### src/rtl/rename_stage.sv
// Register-rename stage: RAT lookup plus circular free-list allocation, with the
// renamed instruction held in a one-entry output register towards dispatch.
module rename_stage #(
  parameter  int NUM_PREGS = 64,
  localparam int PREG_W    = $clog2(NUM_PREGS),
  localparam int FL_DEPTH  = NUM_PREGS - 32
) (
  input  logic              clk,
  input  logic              reset,
  input  logic              fe_valid_i,
  output logic              fe_ready_o,
  input  logic [31:0]       fe_pc_i,
  input  logic [31:0]       fe_imm_i,
  input  logic [4:0]        fe_rs1_i,
  input  logic [4:0]        fe_rs2_i,
  input  logic [4:0]        fe_rd_i,
  input  logic              fe_ALUSrc_i,
  input  logic              fe_branch_i,
  input  logic              fe_jump_i,
  input  logic              fe_MemRead_i,
  input  logic              fe_MemWrite_i,
  input  logic              fe_RegWrite_i,
  input  logic              fe_MemToReg_i,
  input  logic [2:0]        fe_ALUOp_i,
  input  logic              rel_valid_i,
  input  logic [PREG_W-1:0] rel_preg_i,
  output logic              ren_valid_o,
  input  logic              ren_ready_i,
  output logic [PREG_W-1:0] ren_prs1_o,
  output logic [PREG_W-1:0] ren_prs2_o,
  output logic [PREG_W-1:0] ren_prd_o,
  output logic [PREG_W-1:0] ren_old_prd_o,
  output logic [31:0]       ren_pc_o,
  output logic [31:0]       ren_imm_o,
  output logic [2:0]        ren_ALUOp_o,
  output logic              ren_ALUSrc_o,
  output logic              ren_branch_o,
  output logic              ren_jump_o,
  output logic              ren_MemRead_o,
  output logic              ren_MemWrite_o,
  output logic              ren_RegWrite_o,
  output logic              ren_MemToReg_o
);
  localparam int PTR_W = (FL_DEPTH > 1) ? $clog2(FL_DEPTH) : 1;
  localparam int CNT_W = $clog2(FL_DEPTH + 1);
  localparam logic [PTR_W-1:0] PTR_LAST = PTR_W'(FL_DEPTH - 1);
  localparam logic [CNT_W-1:0] CNT_FULL = CNT_W'(FL_DEPTH);

  typedef struct packed {
    logic [31:0]       pc;
    logic [31:0]       imm;
    logic [2:0]        alu_op;
    logic              alu_src;
    logic              branch;
    logic              jump;
    logic              mem_read;
    logic              mem_write;
    logic              reg_write;
    logic              mem_to_reg;
    logic [PREG_W-1:0] prs1;
    logic [PREG_W-1:0] prs2;
    logic [PREG_W-1:0] prd;
    logic [PREG_W-1:0] old_prd;
  } ren_t;

  logic [PREG_W-1:0] rat_q [32];
  logic [PREG_W-1:0] fl_q  [FL_DEPTH];
  logic [PTR_W-1:0]  head_q, head_d, tail_q, tail_d;
  logic [CNT_W-1:0]  count_q, count_d;
  logic              ren_valid_q, ren_valid_d;
  ren_t              ren_q, ren_d;
  logic              needs_alloc, accept, alloc, push;

  // Both ports use valid/ready: a transfer happens on a clock edge where valid
  // and ready are both high; valid never waits on ready, and ready here is a
  // pure function of registered state and current inputs.
  assign needs_alloc = fe_RegWrite_i && (fe_rd_i != 5'd0);
  assign fe_ready_o  = (!ren_valid_q || ren_ready_i) && (!needs_alloc || (count_q != '0));
  assign accept      = fe_valid_i && fe_ready_o;
  assign alloc       = accept && needs_alloc;
  assign push        = rel_valid_i && (rel_preg_i != '0) && (count_q != CNT_FULL);

  always_comb begin
    head_d  = head_q;
    tail_d  = tail_q;
    count_d = count_q;
    if (alloc) head_d = (head_q == PTR_LAST) ? '0 : head_q + 1'b1;
    if (push)  tail_d = (tail_q == PTR_LAST) ? '0 : tail_q + 1'b1;
    case ({alloc, push})
      2'b10:   count_d = count_q - 1'b1;
      2'b01:   count_d = count_q + 1'b1;
      default: count_d = count_q;
    endcase
  end

  // RAT reads see the contents before this cycle's allocation, so rs==rd
  // within one instruction picks up the old mapping.
  always_comb begin
    ren_d            = ren_q;
    ren_valid_d      = ren_valid_q;
    if (accept) begin
      ren_valid_d      = 1'b1;
      ren_d.pc         = fe_pc_i;
      ren_d.imm        = fe_imm_i;
      ren_d.alu_op     = fe_ALUOp_i;
      ren_d.alu_src    = fe_ALUSrc_i;
      ren_d.branch     = fe_branch_i;
      ren_d.jump       = fe_jump_i;
      ren_d.mem_read   = fe_MemRead_i;
      ren_d.mem_write  = fe_MemWrite_i;
      ren_d.reg_write  = fe_RegWrite_i;
      ren_d.mem_to_reg = fe_MemToReg_i;
      ren_d.prs1       = rat_q[fe_rs1_i];
      ren_d.prs2       = rat_q[fe_rs2_i];
      ren_d.prd        = needs_alloc ? fl_q[head_q]  : '0;
      ren_d.old_prd    = needs_alloc ? rat_q[fe_rd_i] : '0;
    end else if (ren_ready_i) begin
      ren_valid_d = 1'b0;
    end
  end

  // Entry 0 is loaded with p0 at reset and the write path never targets x0.
  always_ff @(posedge clk or posedge reset) begin
    if (reset) begin
      for (int i = 0; i < 32; i++) rat_q[i] <= PREG_W'(i);
    end else if (alloc) begin
      rat_q[fe_rd_i] <= fl_q[head_q];
    end
  end

  always_ff @(posedge clk or posedge reset) begin
    if (reset) begin
      for (int k = 0; k < FL_DEPTH; k++) fl_q[k] <= PREG_W'(32 + k);
    end else if (push) begin
      fl_q[tail_q] <= rel_preg_i;
    end
  end

  always_ff @(posedge clk or posedge reset) begin
    if (reset) begin
      head_q      <= '0;
      tail_q      <= '0;
      count_q     <= CNT_FULL;
      ren_valid_q <= 1'b0;
      ren_q       <= '0;
    end else begin
      head_q      <= head_d;
      tail_q      <= tail_d;
      count_q     <= count_d;
      ren_valid_q <= ren_valid_d;
      ren_q       <= ren_d;
    end
  end

  assign ren_valid_o    = ren_valid_q;
  assign ren_prs1_o     = ren_q.prs1;
  assign ren_prs2_o     = ren_q.prs2;
  assign ren_prd_o      = ren_q.prd;
  assign ren_old_prd_o  = ren_q.old_prd;
  assign ren_pc_o       = ren_q.pc;
  assign ren_imm_o      = ren_q.imm;
  assign ren_ALUOp_o    = ren_q.alu_op;
  assign ren_ALUSrc_o   = ren_q.alu_src;
  assign ren_branch_o   = ren_q.branch;
  assign ren_jump_o     = ren_q.jump;
  assign ren_MemRead_o  = ren_q.mem_read;
  assign ren_MemWrite_o = ren_q.mem_write;
  assign ren_RegWrite_o = ren_q.reg_write;
  assign ren_MemToReg_o = ren_q.mem_to_reg;
endmodule

### config.mk
export PLATFORM = sky130hd
export DESIGN_NAME = rename_stage
export DESIGN_NICKNAME = d
export VERILOG_FILES = /design/src/rtl/rename_stage.sv
export SDC_FILE = /design/constraint.sdc
export NUM_CORES = 1
export LEC_CHECK = 0
export BUFFER_PORTS_ARGS = -buffer_cell sky130_fd_sc_hd__buf_4
export CAP_MARGIN = 40
export CORE_ASPECT_RATIO = 1.25
export CORE_UTILIZATION = 61
export DETAILED_ROUTE_END_ITERATION = 7
export GPL_ROUTABILITY_DRIVEN = 0
export GPL_TIMING_DRIVEN = 0
export PLACE_DENSITY = 0.77
export SLEW_MARGIN = 15
export SYNTH_ARGS = -nofsm -noshare
export SYNTH_HDL_FRONTEND = slang
export SYNTH_SLANG_ARGS = --single-unit
### constraint.sdc
create_clock -name clk -period 18.7 [get_ports clk]
set_clock_uncertainty 0.05 [all_clocks]
set_input_delay 3.74 -clock clk [delete_from_list [all_inputs] [get_ports clk]]
set_output_delay 3.74 -clock clk [all_outputs]
set_load 0.05 [all_outputs]
**After elaboration in Yosys (flattened, before gate mapping)**

Cells that the tools add are included.

- Logic and storage cells: 145
- Input port bits: 100
- Flip-flop bits (word level): 499

- Reductions and logical operators: 17
- Mux-type cells: 25
- Add/sub/neg operators: 4
- Equality and inequality tests: 5
- Bitwise gates (word level): 5
- $lt $le $gt $ge: 7

Operators by type and width:

| operator | count |
|---|---|
| bitwise mux 192 bit | 2 |
| binary-select mux 6 bit (select 5 bit) | 4 |
| two-way mux 6 bit | 12 |
| demux 6 bit (select 5 bit) | 2 |
| greater-or-equal comparator 6 bit, second input constant | 5 |
| NOT 5 -> 6 bit | 5 |
| less-than comparator 6 x 1 -> 1 bit, second input constant | 2 |
| one-hot mux 6 bit (2 select lines) | 1 |
| nonzero test 6 bit | 2 |
| adder 5 x 1 -> 5 bit, second input constant | 2 |
| equality test 5 bit, second input constant | 2 |
| two-way mux 5 bit | 2 |
| logical AND 1 bit | 8 |
| adder 6 x 1 -> 6 bit, second input constant | 1 |
| != test 6 bit, second input constant | 1 |
| subtractor 6 x 1 -> 6 bit, second input constant | 1 |
| nonzero test 5 bit | 1 |
| nonzero test 2 bit | 2 |
| equality test 2 x 1 -> 1 bit, second input constant | 1 |
| equality test 2 bit, second input constant | 1 |
| logical NOT 1 bit | 2 |
| logical OR 1 bit | 2 |
| two-way mux 1 bit | 2 |

**Logic depth before layout (Yosys ltp)**

- Depth in word-level cells: 9
- Gate-level depth with buffers: 12
- Depth with buffers taken out: 12

**Worst setup path after synthesis**

OpenSTA, ideal clock, no wires.

- Path kind: input-to-output
- Start: in fe_rd_i[3]
- End: out fe_ready_o
- Stages: 4
- Required time: 14.910 ns
- Path slack: 9.669 ns
- Data arrival time: 5.241 ns
- Path buffers: 0
- Cells stage by stage: or3_4 -> o31ai_4 -> nor2b_2 -> a21oi_1

- Longest elaborated chain between the ends: 5

RTL lines:

| what | line | text |
|---|---|---|
| start: declaration | 16 | `input logic [4:0] fe_rd_i,` |
| nonzero test 5 bit | 77 | `assign needs_alloc = fe_RegWrite_i && (fe_rd_i != 5'd0);` |
| logical AND 1 bit | 77 |  |
| logical NOT 1 bit | 78 | `assign fe_ready_o = (!ren_valid_q \|\| ren_ready_i) && (!needs_alloc \|\| (count_q != '0));` |
| logical OR 1 bit | 78 |  |
| logical AND 1 bit | 78 |  |
| end: declaration | 11 | `output logic fe_ready_o,` |

No other way between the ends.

**Worst setup path in the final report**

Same ends and word-level chain as after synthesis.

==> results.toml <==
[final_layout]
syn_to_final_growth_pct = 16.0
fin_nets = 2268
drive_gt1_share_pct = 50.9
design_area_sq_mm = 0.0301
diodes = 0

[worst_setup_path]
cpMostUsedCell = "buf_4"
crit_fanout = 5
slowest_delay_ns = 0.47
crit_chain = "buf_4 > or3_4 > o31ai_4 > nor2b_2 > a21oi_1 > buf_4"
required_ns = 14.91
cp.arrival_ns = 5.08
critical_path_class = "in2out"
worstSetupStartpointType = "input port"
crit_path_end_kind = "output port"
crit_path_top_delay_cell = "or3_4"

[floorplanning]
die_x_um = 187
ios = 200
core-area_sq_mm = 0.0420
die_area_sq_mm = 0.0434
placementRows = 84
die_h_um = 233
initial_core_util_pct = 61.8

[synthesis]
synth-async-reset-ratio_pct = 100
syn-cell-area_sq_mm = 0.0260
synth_cell_type_count = 61
synth-xor-area-share_pct = 0.101
synth_seq_area_share_pct = 49.0
synth_cells = 1891
synth_edf_count = 0
ys_warn_count = 0
synth_top_cell_by_area = "dfrtp_1"
synth_simple_gate_area_share_pct = 4.08
synth_top_family_by_area = "multiplexers"
synth-compound-area-share_pct = 6.64
synth_fa_ha_area_share_pct = 0.704
syn_area_per_cell_sq_um = 13.7
synth_top_area_share_pct = 29.5
synth_fp_nets = 2005
synth_mux_area_share_pct = 36.6
synth_flop_cell = "dfrtp_1"
synth_seq_cells = 499
synthTopCellsByCount = "mux2_2, dfrtp_1, mux2i_1, dfstp_2, a22oi_1"
synth_area_leaders = "dfrtp_1, dfstp_2, mux2_2"
yosysMostFrequentCell = "mux2_2"

[pwr]
max-vdd-ir-drop_uv = 120
finalPower_mw = 4.57
leakage_nw = 13.4
p_per_area_mw_per_mm2 = 152

[global_route]
grt_pass1_wl_mm = 119
busiest_layer = "met2"
grt_max_degree = 119
grt.total_usage_pct = 37.3
use_met1_pct = 42.6
grt_pass1_vias = 18800
gr-total-overflow = 0
antenna_found_initial = 1
grtUsageMet3_pct = 10.3
gr-usage-met2_pct = 61.5

[clock_tree]
cts_resized = 0
clock_latency_ns = 0.62
post_cts_buffers = 0
cts_tree = "yes"
cts_hold_repair.buffers = 0
cts_root_buf = "clkbuf_16"
htree_levels = 2
clk_pin_slew_ns = 0.06
cts_made_buffers = 51
cts_num_sinks = 499
ctsLongestPathBuffers = 3

[placement]
portBuffers = 194
hpwl_mm = 56.6
dpl_cell_area_sq_mm = 0.0283

[hold_path]
hold_class = "reg2reg"

[job]
max-cap-violations = 0

[timing]
final.period_utilization_pct = 47.4
slew_headroom_pct = 38.6
tightest_slew_ns = 0.921
period_minus_slack_ns = 8.87
maxClockFrequency_mhz = 113
hold_violations = 0
rsz0062_at_grt = "false"
drv_slew = 0
finalSetupViolCount = 0

[detailed_routing]
drc = 0
drt_iter0_markers = 1874
antenna_left = 0
vias = 18400
routed_wl_mm = 80.1
drtPass1Iterations = 6
viasPerCell = 6.69
wl_per_cell_um = 29.1

[run_status]
status = "finished, final reports clean"
==> critical path: cells and delay by family <==
family	cells	cell delay, ns
AOI/OAI and AO/OA	2	0.41
buffers and inverters	2	0.36
and+or+nand+nor	2	0.57
==> report_power, final <==
part	total, mW	internal, mW	switching (mW)
Combinational	1.70	0.706	0.996
Sequential	1.79	1.53	0.256
Clock	1.08	0.633	0.446
==> sequential cells by signal (all words and copies together), names as in the netlist, 3 cells and up <==
signal and flops:
count_q 6, ren_prd_o 6, fl_q 192, tail_q 5, ren_pc_o 32, head_q 5
ren_old_prd_o 6, ren_imm_o 32, ren_prs2_o 6, ren_prs1_o 6, ren_ALUOp_o 3, rat_q 192
==> stage by stage <==
stage / TNS [ns] / std cells / worst slack, ns / util (%) / hold slack (ns)
2_1_floorplan: 0 / 1891 / 1.30 / - / 0.416
3_3_place_gp: -1015.14 / 2644 / -3.37 / 66.9 / 0.428
3_5_place_dp: 0 / 2655 / 9.86 / 67.3 / 0.437
4_1_cts: 0 / 2751 / 9.84 / 71.5 / 0.452
5_1_grt: 0 / 2756 / 9.76 / 71.6 / 0.469
6_report: 0 / 2756 / 9.83 / 71.6 / 0.451
==> cells in the final DEF, fill, tap and decap left out, types with 9 or more instances in the layout <==
| master | n |
|---|---|
| ha_1 | 13 |
| mux4_2 | 82 |
| buf_6 | 13 |
| dfrtp_1 | 306 |
| clkinv_2 | 9 |
| a21oi_1 | 57 |
| clkbuf_8 | 13 |
| mux2i_1 | 222 |
| a22oi_1 | 137 |
| o21ai_0 | 10 |
| inv_1 | 12 |
| mux2_4 | 50 |
| nor3_1 | 10 |
| dfstp_2 | 193 |
| mux2_2 | 416 |
| clkbuf_16 | 52 |
| nand3_1 | 11 |
| nor2_1 | 36 |
| nor4_1 | 11 |
| buf_2 | 47 |
| clkbuf_1 | 98 |
| buf_4 | 199 |
| nand4_1 | 10 |
| nand2_1 | 54 |
| a22o_1 | 15 |
==> final timing paths <==
path | start | endpoint | slack [ns] | depth (start not counted)
setup / recovery | fe_rd_i[3] | fe_ready_o | 9.83 | 6
hold / removal | fl_q[147] | fl_q[147] | 0.45 | 1
setup reg to reg | count_q[1] | count_q[5] | 14.99 | 11
hold reg to reg | fl_q[147] | fl_q[147] | 0.45 | 1
max in group asynchronous | reset | fl_q[141] | 14.08 | 4
min in group asynchronous | reset | ren_imm_o[0] | 3.14 | 2
==> layer usage <==
layer	vias up	share of wire, %
met4	0	7.6
met1	9321	34
met5	-	0
met3	330	9.6
li1	7666	-
met2	1126	49
==> layout make-up <==
cell class / instances / area (sq um)
Buffer: 147 / 686
Clock buffer: 77 / 1530
Clock inverter: 19 / 244
Fill cell: 2888 / 11900
Inverter: 14 / 60.1
Multi-Input combinational cell: 1231 / 12500
Sequential cell: 499 / 12700
Tap cell: 559 / 699
Timing Repair Buffer: 210 / 1660
==> cell families after synthesis <==
logic type,Yosys count
AOI/OAI and AO/OA,246
xor gates and xnor gates,3
adders and majority gates,14
buffers and inverters,161
DFF,499
muxes,770
and+or+nand+nor,198
Power figures use the tool's default switching activity.
